File: config.mk
export PLATFORM = sky130hd
export DESIGN_NAME = breakout_hit_arbiter
export DESIGN_NICKNAME = d
export VERILOG_FILES = /design/src/rtl/breakout_pkg.sv /design/src/rtl/breakout_rr_picker.sv /design/src/rtl/breakout_hit_arbiter.sv
export SDC_FILE = /design/constraint.sdc
export NUM_CORES = 1
export LEC_CHECK = 0
export BUFFER_PORTS_ARGS = -buffer_cell sky130_fd_sc_hd__buf_2
export CORE_MARGIN = 1
export CORE_UTILIZATION = 32
export CTS_CLUSTER_DIAMETER = 100
export DETAILED_ROUTE_END_ITERATION = 10
export HOLD_SLACK_MARGIN = 0.05
export PLACE_DENSITY = 0.61
export SLEW_MARGIN = 20
export SYNTH_ARGS = -nofsm -noshare
export SYNTH_HDL_FRONTEND = slang
export SYNTH_SLANG_ARGS = --single-unit
File: constraint.sdc
create_clock -name clk -period 16.7 [get_ports clk]
set_input_delay 0.835 -clock clk [delete_from_list [all_inputs] [get_ports clk]]
set_output_delay 0.835 -clock clk [all_outputs]
set_load 0.005 [all_outputs]
File: src/rtl/breakout_pkg.sv
// -----------------------------------------------------------------------------
// breakout_pkg
// Shared types and constants for the breakout hit arbiter and block columns.
//   - arb_state_e    : arbiter FSM states (IDLE/ARB/ISSUE/HOLD)
//   - dir_idx_e      : bit index of each direction inside a 4-bit direction
//                      bundle (U/D/L/R); shared with the column modules
//   - DEF_*          : default board geometry and hold-off length
//   - resolve_bounce : turns raw U/D/L/R request bits into bounce commands
// -----------------------------------------------------------------------------
package breakout_pkg;

  localparam int DEF_NUM_COLS     = 10;
  localparam int DEF_TOTAL_BLOCKS = 80;
  localparam int DEF_COOLDOWN     = 4096;

  typedef enum logic [1:0] {
    ST_IDLE  = 2'd0,
    ST_ARB   = 2'd1,
    ST_ISSUE = 2'd2,
    ST_HOLD  = 2'd3
  } arb_state_e;

  typedef enum logic [1:0] {
    DIR_U = 2'd0,
    DIR_D = 2'd1,
    DIR_L = 2'd2,
    DIR_R = 2'd3
  } dir_idx_e;

  // Opposing requests on one axis cancel each other. Without corner support
  // a surviving vertical bounce wins over the horizontal one.
  function automatic logic [3:0] resolve_bounce(input logic [3:0] req,
                                                input logic       corner_en);
    logic       v_u, v_d, h_l, h_r;
    logic [3:0] res;
    v_u = req[DIR_U] & ~req[DIR_D];
    v_d = req[DIR_D] & ~req[DIR_U];
    h_l = req[DIR_L] & ~req[DIR_R];
    h_r = req[DIR_R] & ~req[DIR_L];
    if (!corner_en && (v_u || v_d)) begin
      h_l = 1'b0;
      h_r = 1'b0;
    end
    res        = '0;
    res[DIR_U] = v_u;
    res[DIR_D] = v_d;
    res[DIR_L] = h_l;
    res[DIR_R] = h_r;
    return res;
  endfunction

endpackage

File: src/rtl/breakout_rr_picker.sv
// -----------------------------------------------------------------------------
// breakout_rr_picker
// Purely combinational round-robin find-first. Scans req_i starting at ptr_i,
// wrapping modulo NUM_COLS, and reports the first set position.
// Ports:
//   req_i   in  NUM_COLS  request vector
//   ptr_i   in  IDX_W     search start column (must be < NUM_COLS)
//   idx_o   out IDX_W     winning column
//   valid_o out 1         at least one request present
// -----------------------------------------------------------------------------
module breakout_rr_picker #(
  parameter int NUM_COLS = 10,
  parameter int IDX_W    = (NUM_COLS > 1) ? $clog2(NUM_COLS) : 1
) (
  input  logic [NUM_COLS-1:0] req_i,
  input  logic [IDX_W-1:0]    ptr_i,
  output logic [IDX_W-1:0]    idx_o,
  output logic                valid_o
);

  always_comb begin
    int c;
    idx_o   = '0;
    valid_o = 1'b0;
    for (int i = 0; i < NUM_COLS; i++) begin
      c = int'(ptr_i) + i;
      if (c >= NUM_COLS) c = c - NUM_COLS;
      if (!valid_o && req_i[c]) begin
        valid_o = 1'b1;
        idx_o   = IDX_W'(c);
      end
    end
  end

endmodule

File: src/rtl/breakout_hit_arbiter.sv
// -----------------------------------------------------------------------------
// breakout_hit_arbiter
// Collects per-column bounce requests, picks one column per hit event with
// round-robin fairness, and issues one registered bounce command plus a
// one-hot grant. A hold-off window after each grant suppresses double
// bounces; a block counter flags level clear.
//
// Build option: define BREAKOUT_HIT_ARB_CORNER_EN to let a vertical and a
// horizontal bounce pulse together (corner hit). Undefined: vertical only.
//
// Ports:
//   clk          in  1             system clock
//   reset_n      in  1             async active-low reset
//   game_reset   in  1             sync board restart (active-high)
//   hit_u/d/l/r  in  NUM_COLS      level-sensitive per-column requests
//   grant        out NUM_COLS      one-hot one-cycle grant
//   bounce_*     out 1             one-cycle direction commands
//   busy         out 1             hold-off window active
//   blocks_left  out clog2(TB+1)   blocks still standing
//   level_clear  out 1             no blocks left
// -----------------------------------------------------------------------------
module breakout_hit_arbiter
  import breakout_pkg::*;
#(
  parameter int NUM_COLS     = DEF_NUM_COLS,
  parameter int TOTAL_BLOCKS = DEF_TOTAL_BLOCKS,
  parameter int COOLDOWN     = DEF_COOLDOWN
) (
  input  logic                              clk,
  input  logic                              reset_n,
  input  logic                              game_reset,
  input  logic [NUM_COLS-1:0]               hit_u,
  input  logic [NUM_COLS-1:0]               hit_d,
  input  logic [NUM_COLS-1:0]               hit_l,
  input  logic [NUM_COLS-1:0]               hit_r,
  output logic [NUM_COLS-1:0]               grant,
  output logic                              bounce_up,
  output logic                              bounce_down,
  output logic                              bounce_left,
  output logic                              bounce_right,
  output logic                              busy,
  output logic [$clog2(TOTAL_BLOCKS+1)-1:0] blocks_left,
  output logic                              level_clear
);

  localparam int IDX_W = (NUM_COLS > 1) ? $clog2(NUM_COLS) : 1;
  localparam int CNT_W = (COOLDOWN > 1) ? $clog2(COOLDOWN) : 1;
  localparam int BL_W  = $clog2(TOTAL_BLOCKS + 1);

`ifdef BREAKOUT_HIT_ARB_CORNER_EN
  localparam logic CORNER_EN = 1'b1;
`else
  localparam logic CORNER_EN = 1'b0;
`endif

  arb_state_e          state_q, state_d;
  logic [IDX_W-1:0]    ptr_q, ptr_d;
  logic [IDX_W-1:0]    win_idx_q, win_idx_d;
  logic [3:0]          win_dirs_q, win_dirs_d;
  logic [CNT_W-1:0]    cnt_q, cnt_d;
  logic [BL_W-1:0]     blocks_q, blocks_d;
  logic [NUM_COLS-1:0] grant_q, grant_d;
  logic [3:0]          bounce_q, bounce_d;
  logic                busy_q, busy_d;
  logic                level_clear_q, level_clear_d;

  logic [NUM_COLS-1:0] col_req;
  logic [IDX_W-1:0]    pick_idx;
  logic                pick_valid;

  assign col_req = hit_u | hit_d | hit_l | hit_r;

  breakout_rr_picker #(
    .NUM_COLS (NUM_COLS),
    .IDX_W    (IDX_W)
  ) u_picker (
    .req_i   (col_req),
    .ptr_i   (ptr_q),
    .idx_o   (pick_idx),
    .valid_o (pick_valid)
  );

  always_comb begin
    // NOTE: every next-state signal gets a default before any branch, so no
    // path leaves a variable unassigned and no latch is inferred.
    state_d       = state_q;
    ptr_d         = ptr_q;
    win_idx_d     = win_idx_q;
    win_dirs_d    = win_dirs_q;
    cnt_d         = cnt_q;
    blocks_d      = blocks_q;
    grant_d       = '0;
    bounce_d      = '0;
    // busy and level_clear trail the state/counter by one cycle so they rise
    // the cycle after the ISSUE pulse.
    busy_d        = (state_q == ST_HOLD);
    level_clear_d = (blocks_q == '0);

    if (game_reset) begin
      state_d       = ST_IDLE;
      ptr_d         = '0;
      blocks_d      = BL_W'(TOTAL_BLOCKS);
      busy_d        = 1'b0;
      level_clear_d = 1'b0;
    end else begin
      unique case (state_q)
        ST_IDLE: begin
          if ((|col_req) && !level_clear_q) state_d = ST_ARB;
        end
        ST_ARB: begin
          if (pick_valid) begin
            win_idx_d         = pick_idx;
            win_dirs_d[DIR_U] = hit_u[pick_idx];
            win_dirs_d[DIR_D] = hit_d[pick_idx];
            win_dirs_d[DIR_L] = hit_l[pick_idx];
            win_dirs_d[DIR_R] = hit_r[pick_idx];
            state_d           = ST_ISSUE;
          end else begin
            state_d = ST_IDLE;
          end
        end
        ST_ISSUE: begin
          grant_d[win_idx_q] = 1'b1;
          bounce_d           = resolve_bounce(win_dirs_q, CORNER_EN);
          if (blocks_q != '0) blocks_d = blocks_q - BL_W'(1);
          ptr_d   = (win_idx_q == IDX_W'(NUM_COLS - 1)) ? '0
                                                        : win_idx_q + IDX_W'(1);
          cnt_d   = CNT_W'(COOLDOWN - 1);
          state_d = ST_HOLD;
        end
        ST_HOLD: begin
          if (cnt_q == '0) state_d = ST_IDLE;
          else             cnt_d   = cnt_q - CNT_W'(1);
        end
        default: state_d = ST_IDLE;
      endcase
    end
  end

  always_ff @(posedge clk or negedge reset_n) begin
    if (!reset_n) begin
      state_q       <= ST_IDLE;
      ptr_q         <= '0;
      win_idx_q     <= '0;
      win_dirs_q    <= '0;
      cnt_q         <= '0;
      blocks_q      <= BL_W'(TOTAL_BLOCKS);
      grant_q       <= '0;
      bounce_q      <= '0;
      busy_q        <= 1'b0;
      level_clear_q <= 1'b0;
    end else begin
      // NOTE: non-blocking updates so every flop samples pre-edge values.
      state_q       <= state_d;
      ptr_q         <= ptr_d;
      win_idx_q     <= win_idx_d;
      win_dirs_q    <= win_dirs_d;
      cnt_q         <= cnt_d;
      blocks_q      <= blocks_d;
      grant_q       <= grant_d;
      bounce_q      <= bounce_d;
      busy_q        <= busy_d;
      level_clear_q <= level_clear_d;
    end
  end

  assign grant        = grant_q;
  assign bounce_up    = bounce_q[DIR_U];
  assign bounce_down  = bounce_q[DIR_D];
  assign bounce_left  = bounce_q[DIR_L];
  assign bounce_right = bounce_q[DIR_R];
  assign busy         = busy_q;
  assign blocks_left  = blocks_q;
  assign level_clear  = level_clear_q;

endmodule

# Word level (Yosys, flattened, before mapping)
# Index checks and enable logic that the tools add are counted.
[op_classes]
addsub = 22
order_cmp = 23
eq_ne = 7
mux = 91
bitwise = 12
n_reduce_logical = 34
[op_table]
columns = ["op", "count"]
rows = [
  ["32-bit by 6-bit < comparator with 1-bit output, second input constant", 10],
  ["32-bit two-way mux", 10],
  ["32-bit by 5-bit >= comparator with 1-bit output, second input constant", 9],
  ["32-bit by 5-bit subtractor with 32-bit output, second input constant", 9],
  ["4-bit two-way mux", 15],
  ["1-bit binary-select mux with 4-bit select", 14],
  ["1-bit two-way mux", 39],
  ["10-bit OR", 3],
  ["12-bit one-hot mux with 2 select lines", 1],
  ["7-bit two-way mux", 3],
  ["4-bit by 3-bit adder with 5-bit output, second input constant", 4],
  ["10-bit two-way mux", 2],
  ["12-bit logical NOT", 1],
  ["12-bit two-way mux", 1],
  ["12-bit by 1-bit subtractor with 12-bit output, second input constant", 1],
  ["1-bit logical AND", 11],
  ["4-bit by 2-bit adder with 5-bit output, second input constant", 2],
  ["4-bit by 4-bit adder with 5-bit output, second input constant", 2],
  ["1-bit logical NOT", 10],
  ["4-bit by 5-bit < comparator with 1-bit output, second input constant", 2],
  ["10-bit OR reduction", 1],
  ["2-bit two-way mux", 4],
  ["2-bit one-hot mux with 4 select lines", 1],
  ["7-bit logical NOT", 1],
  ["21 further kinds", 33],
]
[word_totals]
ff_bits = 49
output_inout_bits = 23

# Logic depth before layout (Yosys ltp)
# Gate-level depths: netlist of run 1.
[depth]
ltp_word = 37
ltp_mapped = 23
depth_no_buf = 17

# Modules after synthesis
# From an unflattened synthesis of run 1, not the netlist that was laid out.
[hier_totals]
cells_unflattened = 614
hier_area_um2 = 5197.5
[modules_own_cells]
columns = ["mod", "n_inst", "cells_per_inst", "area_each_um2", "seq_area_each_um2"]
rows = [
  ["breakout_hit_arbiter", 1, 251, 2662.6, 1228.7],
  ["breakout_rr_picker", 1, 363, 2534.9, 0.0],
]

# Worst setup path before layout of run 1
# Ideal clock, no wire load.
[synth_timing]
kind = "flip-flop to flip-flop"
from = "reg ptr_q[0]"
to = "reg win_dirs_q[0]"
arrival_time_ns = 5.146
required_time_ns = 16.624
path_slack_ns = 11.478
stages_incl_launch_ff = 24
path_cell_list = "dfrtp_1 -> buf_6 -> inv_2 -> buf_1 -> clkbuf_1 -> ha_1 -> buf_1 -> inv_1 -> ha_1 -> nor2_1 -> a222oi_1 -> and2_1 -> buf_4 -> a32o_2 -> nand3_4 -> or4_1 -> buf_2 -> nor2_1 -> nor4_1 -> a211oi_2 -> buf_6 -> mux2i_1 -> o21ai_1 -> o21ai_1"
[synth_via]
elab_chain_len = 35
[synth_lines]
columns = ["item", "line_no", "rtl"]
rows = [
  ["from (decl)", "breakout_hit_arbiter.sv:57", "logic [IDX_W-1:0] ptr_q, ptr_d;"],
  ["from (signal assigned)", "breakout_hit_arbiter.sv:155", "ptr_q <= ptr_d;"],
  ["branches (longest 35 deep; another with 32-bit by 5-bit subtractor with 32-bit output)", "n/a", ""],
  ["to (signal assigned)", "breakout_hit_arbiter.sv:157", "win_dirs_q <= win_dirs_d;"],
  ["to (decl)", "breakout_hit_arbiter.sv:59", "logic [3:0] win_dirs_q, win_dirs_d;"],
]
# Several ways; the timed one is not identified. The select of a mux whose other input is x is not followed.
# A chain may end at the register's enable or synchronous reset.

# Worst setup path after layout of run 1
# Same ends and word-level chain as after synthesis.

==> metrics.txt, run 1 <==
cell-internal power between 0.0002 and 0.0003 W; TritonRoute pass-1 iters 5; Max Slew Vio Count 0; Post-synth ARST share 100%; type of origin of the critical path flip-flop; clock sinks 49; largest net degree at the start of global routing 43; clock power share between 20% and 30%; post-route minimum period 6140 ps; DR vias/cell between 5 and 6; drt wl/cell 16.9 um; FF-to-FF path depth 17; PostCTS Resize Cnt 0; initial antenna violation count 0; max cap viols 0; overflow left after global routing 0; Power Total 0.000460 W; Port Buffer Count between 60 and 70; synthesized area 5790 um2; Tcrit/Tclk final approximately 37%; antenna-violating nets left 0; HPWL after DPL roughly 13,000 um; Worst EP required 16,880 ps; Layout area overhead 10.9%; Hold Path Depth 1; number of flops mapped to enable cells by yosys 0; H-tree depth 2; Least-Margin Pin Slew 1110 ps; FF-to-FF End win_dirs_q[0]; Adder-Cell Fraction of Synth Area 6.61%; setup_tns 0 ps; gr usage total 18.0%; dominant cell by count in the synthesized netlist nor2_1; Worst Hold End bounce_q[2]; synth top area cells dfrtp_1 20%, mux2i_1 7.3%, ha_1 6.3%; CP cell instances buf_4, inv_2, ha_1, inv_1, ha_1, o21ai_0, a222oi_1, and2_1, a32o_2, nand3_4, or4_1, nor2_1, nor4_1, a211oi_2, o21ai_0, a21oi_1, o21ai_1; Switching Power 0.000187 W; worst-path fanout max 42; CP arrival between 6000 and 7000 ps; Slowest-stage cell, CP a211oi_2; nature of the critical path endpoint flip-flop; clock latency at the later pin of the worst-skew pair 290 ps; Power Density 71.6 nW/um2; Via Count 5,768; CTS tree yes; Post-CTS Setup Bufs 0; die area between 15,000 and 20,000 um2; top_reg_cell synth dfrtp_1; FF-to-FF Start ptr_q[0]; min-delay worst type flip-flop to flip-flop; routability cong. 0.919; Distinct cells, synth 82; share of the synthesized area in the top cell type approximately a fifth; post-synthesis sequential area ratio 21.2%; total number of yosys warnings 0; clk root buf clkbuf_16; Site Rows 48; largest family of logic cells by synthesized area simple AND/OR/NAND/NOR gates; first-pass GRT wire length approximately 27,000 um; Initial Util around a third; cell count after synthesis 721; Gate power share a little under half; Fmax 163 MHz; DIE HEIGHT roughly 140 um; fraction of layout cells with a size suffix above 1 16.8%; register clock-pin slew on the reported worst setup and hold paths 70 ps; delay-heaviest family, CP compound AO/OA/AOI/OAI gates; core box area 17,500 um2; syn nets about 800; HP Start win_dirs_q[3]; CTS buffer count 5; die width 137 um; n_diodes 0; final worst clock skew between 5 and 6 ps; RSZ-0062 raised after global routing no; syn_area_per_cell 8.03 um2; DRT iter0 DRCs 495; critical path class flip-flop to flip-flop; post-synthesis simple-gate area fraction 30.2%; final hold violations 0; switch share 40.6%; post-synthesis mux area share 9.98%; clk buf depth 2; Crit path largest cell delay 740 ps; placed inst area 6280 um2; WHS approximately 480 ps; flop-to-flop setup slack 10,560 ps; worst path bufs/invs 3; status complete, no violations; IO Pins 66; Seq pwr share 33.0%; DRC 0; # setup viols final 0; Slew HR 25.1%; #FFs+latches synth 49; post-route cell area 6420 um2; cell taking the most area after synthesis dfrtp_1; number of global-route vias before repair 5,067; VDD IR max roughly 54 uV; cts hold-fix bufs 0; final net count about 840; Detailed Route WL 16,800 um; XOR/XNOR share of the synthesized area 2.57%; Compound-Gate Fraction of Synth Area roughly 25%; most frequent cells after synthesis 61 x nor2_1, 49 x nand2_1, 47 x dfrtp_1; Leak 2.71 nW
==> worst register-to-register path, stage by stage, from the launching register on <==
cell      delay [ps]
dfrtp_1          320
buf_4            410
inv_2            430
ha_1             730
inv_1            200
ha_1             400
o21ai_0          110
a222oi_1         420
and2_1           300
a32o_2           300
nand3_4          140
or4_1            680
nor2_1           210
nor4_1            90
a211oi_2         740
o21ai_0          260
a21oi_1          200
o21ai_1           90
==> stage by stage <==
step	utilization [%]	std cells	worst slack, ps
6_report	36.8	991	10560
2_1_floorplan	-	721	11480
3_3_place_gp	35.8	982	10850
5_1_grt	36.8	991	10020
4_1_cts	36.8	991	10620
3_5_place_dp	35.9	983	10630
==> cell families (layout without fill, tap and decap cells) <==
| kind of cell | after synthesis | in the layout |
|---|---|---|
| AOI/OAI and AO/OA | 209 | 209 |
| buffers and inverters | 59 | 104 |
| DFF | 49 | 49 |
| and+or+nand+nor | 304 | 304 |
| adders and majority gates | 30 | 30 |
| xor gates and xnor gates | 17 | 17 |
| muxes | 53 | 53 |
==> worst max-delay path by stage <==
stage / start / to / slack (ps) / depth (start not counted)
CTS: ptr_q[0] / win_dirs_q[0] / 10620 / 17
finish: ptr_q[0] / win_dirs_q[0] / 10560 / 17
floorplan: ptr_q[0] / win_dirs_q[0] / 11480 / 23
global route: ptr_q[0] / win_dirs_q[3] / 10020 / 17
detailed placement: ptr_q[0] / win_dirs_q[0] / 10630 / 17
global placement: ptr_q[0] / win_dirs_q[3] / 10850 / 17
==> sequential cells by signal (all words and copies together) (netlist names) <==
signal       cells
ptr_q            4
win_idx_q        4
grant           10
win_dirs_q       4
busy             1
level_clear      1
state_q          2
blocks_left      7
bounce_q         4
cnt_q           12
==> cells in the final DEF, fill, tap and decap left out, types with 21 or more instances in the layout <==
cell	count
nand2_1	49
ha_1	29
buf_2	65
mux2i_1	42
nor3_1	24
o21ai_0	44
dfrtp_1	47
nor2_1	61
inv_1	21
a21oi_1	39
==> per-layer routing <==
| layer | share of wire [%] | GRT usage, % | vias up |
|---|---|---|---|
| met5 | 0 | 0 | - |
| met4 | 0.97 | 3.15 | 0 |
| met3 | 6.0 | 2.15 | 15 |
| met2 | 45 | 27.9 | 182 |
| met1 | 48 | 26.6 | 2754 |
| li1 | - | - | 2817 |
==> power groups by stage <==
stage	Clock (W)	Sequential (W)	Combinational, W
after detailed placement	0	0.000153	0.000205
final	0.0000996	0.000152	0.000208
after global routing	0.000107	0.000155	0.000230
after floorplan	0	0.000149	0.000155
after global placement	0	0.000153	0.000204
after CTS	0.000103	0.000151	0.000206
==> layout make-up <==
| class | count | area, um2 |
|---|---|---|
| fillers | 1802 | 11100 |
| multi-input cells | 613 | 4290 |
| flip-flops and latches | 49 | 1230 |
| repair buffers | 72 | 390 |
| well taps | 225 | 282 |
| clock buffers | 6 | 129 |
| inverters | 24 | 90.1 |
| clock inverters | 2 | 13.8 |
Power figures use the tool's default switching activity.
==> run 2: changes to the inputs <==
--- a/config.mk
+++ b/config.mk
@@ -11,7 +11,7 @@
 export CTS_CLUSTER_DIAMETER = 100
 export DETAILED_ROUTE_END_ITERATION = 10
 export HOLD_SLACK_MARGIN = 0.05
-export PLACE_DENSITY = 0.61
+export PLACE_DENSITY = 0.63
 export SLEW_MARGIN = 20
 export SYNTH_ARGS = -nofsm -noshare
 export SYNTH_HDL_FRONTEND = slang
==> constraint.sdc (replaced) <==
create_clock -name clk -period 5.1 [get_ports clk]
set_input_delay 0.255 -clock clk [delete_from_list [all_inputs] [get_ports clk]]
set_output_delay 0.255 -clock clk [all_outputs]
set_load 0.005 [all_outputs]
==> run 2 against run 1 <==
  * Global-route usage is 0.53 points higher
  * Clock-buffer cell count is 1 lower
  * Flip-flop and latch count stayed put
  * Via count is 1.1% higher
  * Non-clock buffer count is 25 higher
  * Critical path type unchanged
  * Largest power group unchanged
==> metrics.txt, run 2 (synthesis gave the netlist of run 1 again) <==
final hold violations 0 (unchanged); clk root buf clkbuf_16 (unchanged); Port Buffer Count 65 (unchanged); Fillers 1,841 (was 1,802); nature of the critical path endpoint flip-flop (unchanged); gr usage total 18.5% (was 18.0%); Site Rows 48 (unchanged); Leak 2.87 nW (was 2.71 nW); max cap viols 0 (unchanged); Largest register FFs 12 (unchanged); final worst clock skew 9.58 ps (was 5.66 ps); Initial Util 33.1% (unchanged); VDD IR max 214 uV (was 54.1 uV); Slew HR 45.5% (was 25.1%); IO Pins 66 (unchanged); most common cell after layout, fill and taps aside buf_2 (unchanged); register clock-pin slew on the reported worst setup and hold paths 70 ps (about the same); die width 137 um (unchanged); drt wl/cell 17.1 um (was 16.9 um); # setup viols final 0 (unchanged); multi-input logic area 4350 um2 (was 4290 um2); DRC 0 (unchanged); Seq pwr share 31.6% (was 33.0%); initial antenna violation count 0 (unchanged); FF-to-FF path depth 19 (was 17); HPWL after DPL 13,500 um (was 13,000 um); most frequent cells in the layout 65 x buf_2, 61 x nor2_1, 49 x nand2_1 (unchanged); Worst EP required 5280 ps (was 16,880 ps); Reg with most FFs cnt_q (unchanged); setup_tns 0 ps (unchanged); first-pass GRT wire length 27,400 um (was 26,700 um); largest net degree at the start of global routing 50 (was 43); CP arrival 5070 ps (was 6320 ps); min-delay worst type input port to async pin (was flip-flop to flip-flop); TritonRoute pass-1 iters 6 (was 5); Via Count 5,833 (was 5,768); overflow left after global routing 0 (unchanged); CTS buffer count 5 (unchanged); DRT iter0 DRCs 398 (was 495); post-route minimum period 4890 ps (was 6140 ps); antenna-violating nets left 0 (unchanged); RSZ-0062 raised after global routing no (unchanged); Layout area overhead 15.6% (was 10.9%); n_diodes 0 (unchanged); clock sinks 49 (unchanged); switch share 39.3% (was 40.6%); clock latency at the later pin of the worst-skew pair 290 ps (about the same); fraction of layout cells with a size suffix above 1 20.9% (was 16.8%); FF-to-FF Start ptr_q[1] (was ptr_q[0]); Fmax 204 MHz (was 163 MHz); register area 1230 um2 (unchanged); critical path class flip-flop to flip-flop (unchanged); DR vias/cell 5.74 (was 5.82); CTS tree yes (unchanged); core box area 17,500 um2 (unchanged); die area 18,600 um2 (unchanged); Setup WS post-layout 209 ps (was 10,560 ps); Gate power share 44.6% (was 45.3%); clock power share 23.8% (was 21.7%); Least-Margin Pin Slew 810 ps (was 1110 ps); Detailed Route WL 17,400 um (was 16,800 um); final net count 863 (was 838); pre-CTS setup slack 171 ps (was 10,630 ps); cell-internal power 0.000960 W (was 0.000273 W); number of global-route vias before repair 5,183 (was 5,067); FF-to-FF End win_dirs_q[0] (unchanged); Max Slew Vio Count 0 (unchanged); H-tree depth 2 (unchanged); routability cong. 0.955 (was 0.919); Power Density 236 nW/um2 (was 71.6 nW/um2); Tcrit/Tclk final 95.9% (was 36.8%); Switching Power 0.000620 W (was 0.000187 W); flop-to-flop setup slack 210 ps (was 10,560 ps); clk buf depth 2 (unchanged); status complete, no violations (unchanged); worst-path fanout max 13 (was 42); type of origin of the critical path flip-flop (unchanged); WHS 54.0 ps (was 477 ps); DIE HEIGHT 137 um (unchanged)
run 2: changes by cell type in the layout (fill, tap and decap cells not counted), sizes merged:
cell    change
buf        +25
bufinv      +1
clkbuf      -1
run 2: worst max-delay path: stages, from the launching register on:
cell and delay (ps):
dfrtp_1 420, inv_1 120, buf_4 190, ha_2 240, inv_1 50, ha_1 230, or2_2 300, o211a_1 270
mux4_2 300, nor3b_1 200, or3_1 420, or4b_1 540, o211ai_1 150, a211oi_1 90, nor4_1 270, a211oi_2 80
buf_4 200, or3b_1 360, a21oi_1 240, o21ai_1 100
run 2: timing repair:
item	4_1_cts	5_1_grt
resized for setup	0	13
buffers inserted	0	1
hold endpoints to repair	0	0
hold buffers	0	0
endpoints found under the setup margin	0	6
run 2: cell type report:
class / count / area share (%)
clock buffer: 5 / 1.87
sequential: 49 / 18.4
inverter: 24 / 1.35
tap: 225 / 4.20
multi-input combinational: 613 / 64.9
timing repair buffer: 97 / 8.63
clock inverter: 3 / 0.654
run 2: per-layer routing:
layer / vias up / track usage, % / wire [um]
li1: 2859 / - / -
met1: 2807 / 27.8 / 8380
met2: 160 / 29.3 / 7890
met3: 7 / 1.19 / 1000
met4: 0 / 2.59 / 99
met5: - / 0 / 0
run 2: worst max-delay path by stage:
stage	from	to	slack, ps	depth (start not counted)
floorplan	ptr_q[0]	win_dirs_q[0]	120	23
global placement	ptr_q[1]	win_dirs_q[2]	170	19
detailed placement	ptr_q[1]	win_dirs_q[2]	170	19
CTS	ptr_q[1]	win_dirs_q[2]	140	19
global route	ptr_q[1]	win_dirs_q[3]	30	17
finish	ptr_q[1]	win_dirs_q[0]	210	19
run 2: power by group through the flow:
stage,combinational (W),clock (W),sequential [W]
5_1_grt,0.000775,0.000401,0.000506
6_report,0.000704,0.000376,0.000499
4_1_cts,0.000687,0.000381,0.000498
2_1_floorplan,0.000509,0,0.000487
3_5_place_dp,0.000682,0,0.000505
3_3_place_gp,0.000679,0,0.000503
run 2: through the flow:
step / utilization, % / power, W / area (um2) / std cells
finish: 38.3 / 0.00158 / 6700 / 1016
global route: 38.3 / 0.00168 / 6700 / 1016
CTS: 37.9 / 0.00157 / 6630 / 1015
detailed placement: 37.0 / 0.00119 / 6460 / 1007
global placement: 37.0 / 0.00118 / 6460 / 1007
floorplan: - / 0.000996 / 5790 / 721
==> run 3: changes to the inputs <==
--- a/config.mk
+++ b/config.mk
@@ -5,13 +5,13 @@
 export SDC_FILE = /design/constraint.sdc
 export NUM_CORES = 1
 export LEC_CHECK = 0
-export BUFFER_PORTS_ARGS = -buffer_cell sky130_fd_sc_hd__buf_2
 export CORE_MARGIN = 1
 export CORE_UTILIZATION = 32
 export CTS_CLUSTER_DIAMETER = 100
 export DETAILED_ROUTE_END_ITERATION = 10
+export DONT_BUFFER_PORTS = 1
 export HOLD_SLACK_MARGIN = 0.05
-export PLACE_DENSITY = 0.63
+export PLACE_DENSITY = 0.59
 export SLEW_MARGIN = 20
 export SYNTH_ARGS = -nofsm -noshare
 export SYNTH_HDL_FRONTEND = slang
==> run 3 against run 2 <==
  * Die area unchanged
  * Via count down 3.6%
  * Critical path type unchanged
  * Cell count shrank 6.0%
  * Worst hold slack improved by 8.7 ps
  * Highest routed layer unchanged
  * Power shrank 5.0%
  * Sequential power hardly changed
  * Utilization down 1.7 points
  * Global-route usage down 0.44 points
  * Worst setup slack better by 73 ps
  * Maximum frequency rose by 1.5%
  * Routed wire length shrank 2.5%
  * Clock-buffer cell count increased by 1
==> metrics.txt, run 3 (synthesis gave the netlist of run 1 again) <==
critical path class flip-flop to flip-flop (unchanged); Power Density 234 nW/um2 (was 236 nW/um2); CP cell instances buf_4, ha_1, buf_4, nor2b_1, a32oi_1, and4_1, o211ai_1, o211ai_1, or4_4, or4_1, nor2_1, a211oi_2, buf_4, or3b_1, a21oi_1, o21ai_1 (was inv_1, buf_4, ha_2, inv_1, ha_1, or2_2, o211a_1, mux4_2, nor3b_1, or3_1, or4b_1, o211ai_1, a211oi_1, nor4_1, a211oi_2, buf_4, or3b_1, a21oi_1, o21ai_1); Detailed Route WL 17,000 um (was 17,400 um); min-delay worst type input port to flip-flop (was input port to async pin); max cap viols 0 (unchanged); final net count 802 (was 863); Leak 2.61 nW (was 2.87 nW); gr usage total 18.1% (was 18.5%); drt wl/cell 17.7 um (was 17.1 um); Via Count 5,624 (was 5,833); first-pass GRT wire length 26,700 um (was 27,400 um); CP most frequent cell buf_4; CP arrival 4990 ps (was 5070 ps); H-tree depth 2 (unchanged); most common cell after layout, fill and taps aside nor2_1 (was buf_2); final hold violations 0 (unchanged); clock latency at the later pin of the worst-skew pair 290 ps (about the same); largest net degree at the start of global routing 50 (unchanged); Reg with most FFs cnt_q (unchanged); antenna-violating nets left 0 (unchanged); die area 18,600 um2 (unchanged); overflow left after global routing 0 (unchanged); Least-Margin Pin Slew 801 ps (was 810 ps); Crit path largest cell delay 620 ps (was 540 ps); clk buf depth 2 (unchanged); DIE HEIGHT 137 um (unchanged); Fmax 208 MHz (was 204 MHz); Site Rows 48 (unchanged); routability cong. 0.935 (was 0.955); DRT iter0 DRCs 398 (unchanged); Tcrit/Tclk final 94.5% (was 95.9%); Power Total 0.00150 W (was 0.00158 W); Largest register FFs 12 (unchanged); post-route minimum period 4820 ps (was 4890 ps); GRT busiest layer met2 (unchanged); grt met3 use 1.93% (was 1.19%); number of global-route vias before repair 5,142 (was 5,183); Inst Count DP 941 (was 1,007); DRC 0 (unchanged); final worst clock skew 6.96 ps (was 9.58 ps); Post-Layout Cell Count 955 (was 1,016); nature of the critical path endpoint flip-flop (unchanged); type of origin of the critical path flip-flop (unchanged); IO Pins 66 (unchanged); CTS buffer count 5 (unchanged); Fillers 1,813 (was 1,841); initial antenna violation count 0 (unchanged); Port Buffer Count 0 (was 65); register clock-pin slew on the reported worst setup and hold paths 70 ps (about the same); CTS tree yes (unchanged); most frequent cells in the layout 61 x nor2_1, 49 x nand2_1, 47 x dfrtp_1 (was 65 x buf_2, 61 x nor2_1, 49 x nand2_1); TritonRoute pass-1 iters 5 (was 6); Worst EP required 5280 ps (about the same); # setup viols final 0 (unchanged); Max Slew Vio Count 0 (unchanged); core box area 17,500 um2 (unchanged); Slew HR 46.1% (was 45.5%); Initial Util 33.1% (unchanged); worst-path fanout max 15 (was 13); DR vias/cell 5.89 (was 5.74); clock sinks 49 (unchanged); HPWL after DPL 13,100 um (was 13,500 um); clk root buf clkbuf_16 (unchanged); VDD IR max 159 uV (was 214 uV); fraction of layout cells with a size suffix above 1 13.3% (was 20.9%); WHS 62.6 ps (was 54.0 ps); Global Route met1 Usage 26.4% (was 27.8%); Slowest-stage cell, CP or4_1 (was or4b_1); met2 track demand over resource 28.8% (was 29.3%); Layout area overhead 10.6% (was 15.6%); n_diodes 0 (unchanged); die width 137 um (unchanged); status complete, no violations (unchanged)
run 3: cell count changes in the layout (fill, tap and decap cells not counted), sizes merged:
cell,delta
dlygate4sd3,+2
bufinv,-1
buf,-63
clkbuf,+1
run 3: final cells by class:
cell class	count	area (um2)	share of cell area, %
multi-input combinational	613	4350	68.0
sequential	49	1230	19.2
clock inverter	2	13.8	0.215
inverter	24	90.1	1.41
timing repair buffer	36	308	4.81
clock buffer	6	129	2.01
tap	225	282	4.40
run 3: metrics by stage:
step           worst slack (ps)  util (%)  setup TNS, ps  area (um2)
6_report                    281      36.6              0        6400
5_1_grt                   -4.52      36.6          -4.52        6400
4_1_cts                     202      36.1              0        6310
3_5_place_dp                223      35.0              0        6120
3_3_place_gp                312      35.0              0        6120
2_1_floorplan               125         -              0        5790
run 3: path summary, 6_finish.rpt:
kind | startpoint | cells after the start | slack [ps] | endpoint
setup / recovery | ptr_q[2] | 16 | 280 | win_dirs_q[0]
hold / removal | game_reset | 1 | 60 | state_q[0]
setup reg to reg | ptr_q[2] | 16 | 280 | win_dirs_q[0]
hold reg to reg | win_dirs_q[2] | 1 | 490 | bounce_q[3]
max in group asynchronous | reset_n | 2 | 4300 | blocks_left[6]
min in group asynchronous | reset_n | 2 | 510 | cnt_q[0]
run 3: repair_timing:
item / in CTS / in global routing
gates resized for setup: 0 / 10
hold buffers: 3 / 0
buffers inserted: 0 / 3
setup endpoints to repair: 0 / 6
endpoints found under the hold margin: 52 / 0
run 3: routing by layer:
layer | vias up | routed length, um
met2 | 147 | 7760
li1 | 2753 | -
met5 | - | 0
met4 | 0 | 165
met1 | 2709 | 8080
met3 | 15 | 948
run 3: report_power, final:
| group | internal [W] | switching, W | total [W] |
|---|---|---|---|
| clock | 0.000183 | 0.000142 | 0.000325 |
| combinational | 0.000275 | 0.000401 | 0.000676 |
| sequential | 0.000442 | 0.0000578 | 0.000500 |
run 3: worst max-delay path: cells and delay by family (launching register included):
kind,cells,cell delay (ps)
simple gates,6,2200
flops,1,420
fa+ha+maj,1,250
compound gates,6,1180
buf+inv,3,640
